===== config.mk =====
export PLATFORM = sky130hd
export DESIGN_NAME = uart_fifo
export DESIGN_NICKNAME = d
export VERILOG_FILES = /design/src/rtl/uart_fifo.sv
export SDC_FILE = /design/constraint.sdc
export NUM_CORES = 1
export LEC_CHECK = 0
export ABC_AREA = 1
export CAP_MARGIN = 20
export CORE_MARGIN = 4
export CORE_UTILIZATION = 50
export CTS_BUF_LIST = sky130_fd_sc_hd__clkbuf_16
export DETAILED_ROUTE_END_ITERATION = 8
export GPL_ROUTABILITY_DRIVEN = 0
export PLACE_DENSITY_LB_ADDON = 0.2
export SYNTH_ARGS = -nofsm -noshare
export SYNTH_HDL_FRONTEND = slang
export SYNTH_SLANG_ARGS = --single-unit

===== constraint.sdc =====
create_clock -name clk -period 6 [get_ports clk]
set_input_delay 0.9 -clock clk [delete_from_list [all_inputs] [get_ports clk]]
set_output_delay 0.9 -clock clk [all_outputs]
set_load 0.01 [all_outputs]

===== src/rtl/uart_fifo.sv =====
`default_nettype none
// ==================================================================
// uart_fifo : parametrised UART, Wishbone-style regs, TX/RX FIFOs
// Rev 1.0
// ==================================================================

module uart_fifo_buf #(
    parameter int WIDTH = 8,
    parameter int DEPTH = 16
) (
    input  logic             clk,
    input  logic             reset,
    input  logic             push_i,
    input  logic [WIDTH-1:0] wdata_i,
    input  logic             pop_i,
    output logic [WIDTH-1:0] rdata_o,
    output logic             empty_o,
    output logic             full_o
);
    localparam int AW = $clog2(DEPTH);

    logic [WIDTH-1:0] mem_q [DEPTH];
    logic [AW:0]      wptr_q, rptr_q;
    logic             do_pop, do_push;

    assign empty_o = (wptr_q == rptr_q);
    assign full_o  = (wptr_q[AW] != rptr_q[AW]) && (wptr_q[AW-1:0] == rptr_q[AW-1:0]);
    assign do_pop  = pop_i && !empty_o;
    // a pop frees the slot on the same edge, so a full FIFO still accepts a push
    assign do_push = push_i && (!full_o || do_pop);
    assign rdata_o = mem_q[rptr_q[AW-1:0]];

    always_ff @(posedge clk or negedge reset) begin
        if (!reset) begin
            wptr_q <= '0;
            rptr_q <= '0;
        end else begin
            if (do_push) wptr_q <= wptr_q + 1'b1;
            if (do_pop)  rptr_q <= rptr_q + 1'b1;
        end
    end

    always_ff @(posedge clk) begin
        if (do_push) mem_q[wptr_q[AW-1:0]] <= wdata_i;
    end
endmodule

module uart_fifo #(
    parameter int ADDR_WIDTH = 12,
    parameter int DATA_BITS  = 8,
    parameter int FIFO_DEPTH = 16,
    parameter int DIV_WIDTH  = 16,
    parameter int DIV_RESET  = 0
) (
    input  logic                  clk,
    input  logic                  reset,
    output logic                  tx_bit,
    input  logic                  rx_bit,
    input  logic [ADDR_WIDTH-1:0] wb_addr,
    input  logic [7:0]            wb_data_in,
    output logic [7:0]            wb_data_out,
    input  logic                  wb_we,
    input  logic                  wb_stb,
    output logic                  wb_ack,
    output logic                  irq
);
    localparam logic [0:0] BUS_IDLE = 1'b0, BUS_ACK = 1'b1;
    localparam logic [1:0] S_IDLE = 2'd0, S_START = 2'd1, S_DATA = 2'd2, S_STOP = 2'd3;

    logic [0:0]           bus_q, bus_d;
    logic [7:0]           dout_q, rdata_d;
    logic [DIV_WIDTH-1:0] div_q, cnt_q;
    logic [15:0]          div_ext;
    logic [1:0]           ie_q;
    logic                 ovr_q, ferr_q, txovf_q, irq_q;
    logic                 access, wr, rd, div_wr, tick;
    logic [2:0]           a, clr;
    logic [7:0]           status;
    logic                 unused_ok;

    logic                 tx_push, tx_pop, tx_empty, tx_full, tx_busy;
    logic [DATA_BITS-1:0] tx_rdata, tsh_q;
    logic [1:0]           txs_q;
    logic [3:0]           ttc_q, tbit_q;
    logic                 tx_q, tpend_q;

    logic                 rx_push, rx_pop, rx_empty, rx_full, rx_stop_smp;
    logic [DATA_BITS-1:0] rx_rdata, rsh_q;
    logic [1:0]           rxs_q;
    logic [3:0]           rtc_q, rbit_q;
    logic                 rx_s1_q, rx_s2_q, rx_prev_q;

    assign unused_ok = ^{wb_addr[ADDR_WIDTH-1:3], wb_data_in};
    assign a       = wb_addr[2:0];
    assign access  = (bus_q == BUS_IDLE) && wb_stb;
    assign wr      = access && wb_we;
    assign rd      = access && !wb_we;
    assign div_wr  = wr && (a == 3'd2 || a == 3'd3);
    assign clr     = (wr && a == 3'd4) ? wb_data_in[6:4] : 3'b000;
    assign div_ext = 16'(div_q);
    assign tick    = (cnt_q == div_q);
    assign tx_busy = (txs_q != S_IDLE);
    assign status  = {tx_busy, txovf_q, ferr_q, ovr_q, rx_full, rx_empty, tx_full, tx_empty};

    assign tx_push = wr && (a == 3'd0);
    assign rx_pop  = rd && (a == 3'd1) && !rx_empty;
    assign tx_pop  = !tx_empty && ((txs_q == S_IDLE) ||
                     (txs_q == S_STOP && tick && ttc_q == 4'd15));
    assign rx_stop_smp = (rxs_q == S_STOP) && tick && (rtc_q == 4'd15);
    assign rx_push = rx_stop_smp && rx_s2_q;

    assign tx_bit      = tx_q;
    assign wb_ack      = (bus_q == BUS_ACK);
    assign wb_data_out = dout_q;
    assign irq         = irq_q;

    uart_fifo_buf #(.WIDTH(DATA_BITS), .DEPTH(FIFO_DEPTH)) u_txf (
        .clk(clk), .reset(reset), .push_i(tx_push), .wdata_i(wb_data_in[DATA_BITS-1:0]),
        .pop_i(tx_pop), .rdata_o(tx_rdata), .empty_o(tx_empty), .full_o(tx_full));

    uart_fifo_buf #(.WIDTH(DATA_BITS), .DEPTH(FIFO_DEPTH)) u_rxf (
        .clk(clk), .reset(reset), .push_i(rx_push), .wdata_i(rsh_q),
        .pop_i(rx_pop), .rdata_o(rx_rdata), .empty_o(rx_empty), .full_o(rx_full));

    always_comb begin
        bus_d = bus_q;
        case (bus_q)
            BUS_IDLE: if (wb_stb)  bus_d = BUS_ACK;
            BUS_ACK:  if (!wb_stb) bus_d = BUS_IDLE;
            default:               bus_d = BUS_IDLE;
        endcase
    end

    always_comb begin
        rdata_d = 8'h00;
        case (a)
            3'd1:    if (!rx_empty) rdata_d = 8'(rx_rdata);
            3'd2:    rdata_d = div_ext[7:0];
            3'd3:    rdata_d = div_ext[15:8];
            3'd4:    rdata_d = status;
            3'd5:    rdata_d = {6'b0, ie_q};
            default: rdata_d = 8'h00;
        endcase
    end

    always_ff @(posedge clk or negedge reset) begin
        if (!reset) begin
            bus_q   <= BUS_IDLE;
            dout_q  <= 8'h00;
            div_q   <= DIV_WIDTH'(DIV_RESET);
            cnt_q   <= '0;
            ie_q    <= 2'b00;
            ovr_q   <= 1'b0;
            ferr_q  <= 1'b0;
            txovf_q <= 1'b0;
            irq_q   <= 1'b0;
        end else begin
            bus_q <= bus_d;
            if (access) dout_q <= rdata_d;
            if (wr && a == 3'd2) div_q[7:0] <= wb_data_in;
            if (wr && a == 3'd3) div_q[DIV_WIDTH-1:8] <= wb_data_in[DIV_WIDTH-9:0];
            if (wr && a == 3'd5) ie_q <= wb_data_in[1:0];
            cnt_q   <= (div_wr || tick) ? '0 : cnt_q + 1'b1;
            // a new error event on the clearing edge wins over the clear
            ovr_q   <= (ovr_q & ~clr[0])   | (rx_push && rx_full && !rx_pop);
            ferr_q  <= (ferr_q & ~clr[1])  | (rx_stop_smp && !rx_s2_q);
            txovf_q <= (txovf_q & ~clr[2]) | (tx_push && tx_full && !tx_pop);
            irq_q   <= (ie_q[0] & ~rx_empty) | (ie_q[1] & tx_empty);
        end
    end

    always_ff @(posedge clk or negedge reset) begin
        if (!reset) begin
            txs_q <= S_IDLE; tx_q <= 1'b1; tpend_q <= 1'b0;
            ttc_q <= 4'd0;   tbit_q <= 4'd0; tsh_q <= '0;
        end else begin
            case (txs_q)
                S_IDLE: if (!tx_empty) begin
                    txs_q <= S_START; tsh_q <= tx_rdata; tpend_q <= 1'b1; ttc_q <= 4'd0;
                end
                S_START: if (tick) begin
                    // the start bit is launched on the first tick after the pop
                    if (tpend_q) begin
                        tx_q <= 1'b0; tpend_q <= 1'b0; ttc_q <= 4'd0;
                    end else if (ttc_q == 4'd15) begin
                        txs_q <= S_DATA; tx_q <= tsh_q[0]; tsh_q <= tsh_q >> 1;
                        tbit_q <= 4'd0; ttc_q <= 4'd0;
                    end else ttc_q <= ttc_q + 1'b1;
                end
                S_DATA: if (tick) begin
                    if (ttc_q == 4'd15) begin
                        ttc_q <= 4'd0;
                        if (tbit_q == 4'(DATA_BITS-1)) begin
                            txs_q <= S_STOP; tx_q <= 1'b1;
                        end else begin
                            tbit_q <= tbit_q + 1'b1; tx_q <= tsh_q[0]; tsh_q <= tsh_q >> 1;
                        end
                    end else ttc_q <= ttc_q + 1'b1;
                end
                S_STOP: if (tick) begin
                    if (ttc_q == 4'd15) begin
                        ttc_q <= 4'd0;
                        if (!tx_empty) begin
                            txs_q <= S_START; tsh_q <= tx_rdata; tx_q <= 1'b0;
                        end else txs_q <= S_IDLE;
                    end else ttc_q <= ttc_q + 1'b1;
                end
                default: txs_q <= S_IDLE;
            endcase
        end
    end

    always_ff @(posedge clk or negedge reset) begin
        if (!reset) begin
            rx_s1_q <= 1'b1; rx_s2_q <= 1'b1; rx_prev_q <= 1'b1;
            rxs_q <= S_IDLE; rtc_q <= 4'd0; rbit_q <= 4'd0; rsh_q <= '0;
        end else begin
            rx_s1_q   <= rx_bit;
            rx_s2_q   <= rx_s1_q;
            rx_prev_q <= rx_s2_q;
            case (rxs_q)
                S_IDLE: if (rx_prev_q && !rx_s2_q) begin
                    rxs_q <= S_START; rtc_q <= 4'd0;
                end
                S_START: if (tick) begin
                    if (rtc_q == 4'd7) begin
                        rxs_q <= rx_s2_q ? S_IDLE : S_DATA;
                        rtc_q <= 4'd0; rbit_q <= 4'd0;
                    end else rtc_q <= rtc_q + 1'b1;
                end
                S_DATA: if (tick) begin
                    if (rtc_q == 4'd15) begin
                        rtc_q <= 4'd0;
                        rsh_q <= {rx_s2_q, rsh_q[DATA_BITS-1:1]};
                        if (rbit_q == 4'(DATA_BITS-1)) rxs_q <= S_STOP;
                        else rbit_q <= rbit_q + 1'b1;
                    end else rtc_q <= rtc_q + 1'b1;
                end
                S_STOP: if (tick) begin
                    if (rtc_q == 4'd15) begin
                        rtc_q <= 4'd0; rxs_q <= S_IDLE;
                    end else rtc_q <= rtc_q + 1'b1;
                end
                default: rxs_q <= S_IDLE;
            endcase
        end
    end
endmodule
`default_nettype wire


==> flow_summary_export.csv <==
group,metric,value,unit
logic_synthesis,ys_ff_latch,364,
clocking,insertion_delay,530,ps
detailed_routing,drt_iter0_drc,763,
place,hpwl,23.11,mm
floorplan,num_rows,65,
detailed_routing,antenna_left,0,
detailed_routing,routedWlPerCell,17.31,um
floorplan,core_area,31800,um^2
sta,setup_tns,0,ps
clocking,clock-sinks,364,
setup_path,crit_path_cell_trace,"clkdlybuf4s50_1, inv_1, nor2_1, buf_4, inv_2, nor2_1, inv_1, nor3_1, buf_4, nand3_2, nor2_1",
layout,final_area,18060,um^2
sta,finalMaxSlewViolations,0,
place,placed_cell_area,16910,um^2
clocking,ctsHoldBuffers,0,
setup_path,rrSetupSlack,2940,ps
logic_synthesis,synth_most_common_cell,"nand2_1",
setup_path,crit_family,"simple AND/OR/NAND/NOR gates",
sta,skew,26.36,ps
clocking,post_cts_buffers,0,
setup_path,critPathLaunchType,"input port",
flow_run,drv_cap,0,
layout,nets,1650,
logic_synthesis,ys_seq_area_frac,0.6415,
global_route,grt_remaining_overflow,0,
setup_path,critPathBufInv,6,
floorplan,io_pins,36,
detailed_routing,wl,35.84,mm
clocking,cts_resized,0,
sta,rsz0062_at_grt,"no",
logic_synthesis,synth_edf_count,256,
global_route,grt_pass1_vias,10520,
layout,drive_gt1_frac,0.07890,
floorplan,die_area,35350,um^2
power,total_leakage_power,7.425,nW
worst_hold_path,hp-class,"flip-flop to flip-flop",
clocking,cts.root.buffer_cell,"clkbuf_16",
detailed_routing,viasPerCell,5.305,
power,vdd_drop_max,0.2161,mV
logic_synthesis,synth_area_leaders,"edfxtp_1, dfrtp_1, nand2_1",
floorplan,initial_core_util,0.5095,
logic_synthesis,synth_cells,1573,
setup_path,crit_type,"input port to flip-flop",
logic_synthesis,yosys-top-cells-count,"nand2_1, edfxtp_1, nor2_1",
detailed_routing,via_count,10980,
setup_path,cp_max_fo,11,
clocking,htree_num_levels,2,
sta,holdWs,359.7,ps
setup_path,arrival,3380,ps
sta,fmax,0.3088,GHz
clocking,clkTransAtPathRegs,60,ps
status,outcome,"finished, final reports clean",
global_route,track_usage,0.2009,
layout,synthToLayoutAreaGrowth,11.46,%
logic_synthesis,async_flop_share,0.2967,
layout,n_antenna_cell,0,
clocking,cts_made_buffers,38,
global_route,antenna_found_initial,0,
sta,max-slew-margin-rel,0.3546,
setup_path,worst_path_largest_cell_delay,610,ps
sta,worstMarginPinSlew,968.1,ps
logic_synthesis,yosysTopAreaCell,"edfxtp_1",
logic_synthesis,synth_area_per_cell,10.30,um^2
setup_path,crit_slowest_cell,"nor2_1",
logic_synthesis,synth_nets,1618,
logic_synthesis,synthFlopType,"edfxtp_1",
place,port_buffers,26,
logic_synthesis,synth_top_area_frac,0.4744,
clocking,cts.path.max_buffers,3,
logic_synthesis,syn_area,16200,um^2
global_route,grt_pass1_wl,57.48,mm
clocking,cts_tree,"done",
global_route,grt_max_degree,73,
logic_synthesis,yosysUniqueCellTypes,46,
setup_path,setup.worst_path.end_class,"flip-flop",
setup_path,critical_path_required,6140,ps
sta,period_share,0.5397,
sta,hold_viol,0,
power,p_per_area,406.3,nW/um^2
detailed_routing,route.detailed.drc,0,
floorplan,dieWidth,188.0,um
logic_synthesis,yosysWarnings,0,
floorplan,die_h,188.0,um
setup_path,cpMostUsedCell,"nor2_1",
detailed_routing,dr.pass1.iters,5,
sta,finalSetupViolations,0,
sta,period_minus_slack,3238,ps
[worst reg2reg max path, stage by stage, from the launching register on]
cell and delay (ps):
dfrtp_2 400, buf_4 570, xor2_1 210, nor2_1 80, nand3_1 120, nand3b_1 410, nand3_2 270, nor2_1 610
[registers in the layout (all words and copies together), names as in the netlist, 8 cells and up, named ones only]
name and flops:
cnt_q 16, div_ext 16, rsh_q 8, tsh_q 8
u_rxf.mem_q 128, u_txf.mem_q 128, wb_data_out 8
[report_power, final]
part	leakage [nW]	total, W	switching, W	internal, W
clock	0.592	0.00216	0.000961	0.00120
combinational	2.79	0.00212	0.00142	0.000704
sequential	4.04	0.00305	0.000209	0.00284
[layout make-up]
type	count	area [um^2]
fill	2725	13740
sequential	364	10400
multi-input combinational	1034	5100
clock buffer	38	950.9
tap	435	544.3
inverter	118	447.9
timing repair buffer	49	427.9
clock inverter	32	191.4
[kinds of logic after synthesis]
logic type,synth area share
compound gates,0.1008
buf+inv,0.04371
simple gates,0.1807
xor+xnor,0.01784
flops,0.6415
fa+ha+maj,0.01544
[metrics by stage]
stage	setup slack [ps]	std cells	power [W]	util
2_1_floorplan	3287	1573	0.004623	-
3_3_place_gp	2266	1999	0.005180	0.5319
3_5_place_dp	2253	1999	0.005223	0.5319
4_1_cts	2792	2069	0.007392	0.5678
5_1_grt	2532	2070	0.007803	0.5679
6_report	2762	2070	0.007337	0.5679
[cells in the final DEF, fill, tap and decap left out, types with 2 or more instances in the layout]
cell type and count:
xor2_1 26, nand3_1 76, nand4_1 11, a31oi_1 2
clkinv_1 10, nor2_4 3, clkinv_2 9, o21ai_0 189
nand2_4 2, nand3_2 7, dfrtp_2 2, o211ai_1 33
dfrtp_1 102, edfxtp_1 256, dfstp_2 4, clkdlybuf4s50_1 25
nor3b_1 2, clkbuf_16 38, nor2_1 252, nand3b_1 2
a21oi_1 36, inv_2 10, or2_2 8, xnor2_1 7
ha_1 20, o22ai_1 23, nor3_2 3, clkinvlp_4 3
nor2_2 3, nand2_1 284, inv_6 2, nor2_8 2
o21ai_1 10, buf_4 23, inv_1 113, nand2_2 3
nor3_1 19
[per-layer routing]
layer / share of wire / up-vias / track usage
met4: 0.028 / 0 / 0.06239
met3: 0.045 / 62 / 0.02848
met1: 0.46 / 5219 / 0.2857
li1: - / 5443 / -
met5: 0 / - / 0
met2: 0.47 / 258 / 0.3236
[worst paths after layout]
kind                            startpoint                end  depth (start not counted)
hold reg to reg                    rx_s1_q            rx_s2_q                          0
setup reg to reg           u_txf.rptr_q[0]  u_txf.mem_q[9][1]                          7
max in group asynchronous            reset          cnt_q[14]                          2
min in group asynchronous            reset           tsh_q[5]                          1
hold / removal                     rx_s1_q            rx_s2_q                          0
setup / recovery                    wb_stb  u_txf.mem_q[9][1]                         11
No activity file was read; power rests on OpenSTA's default activity.
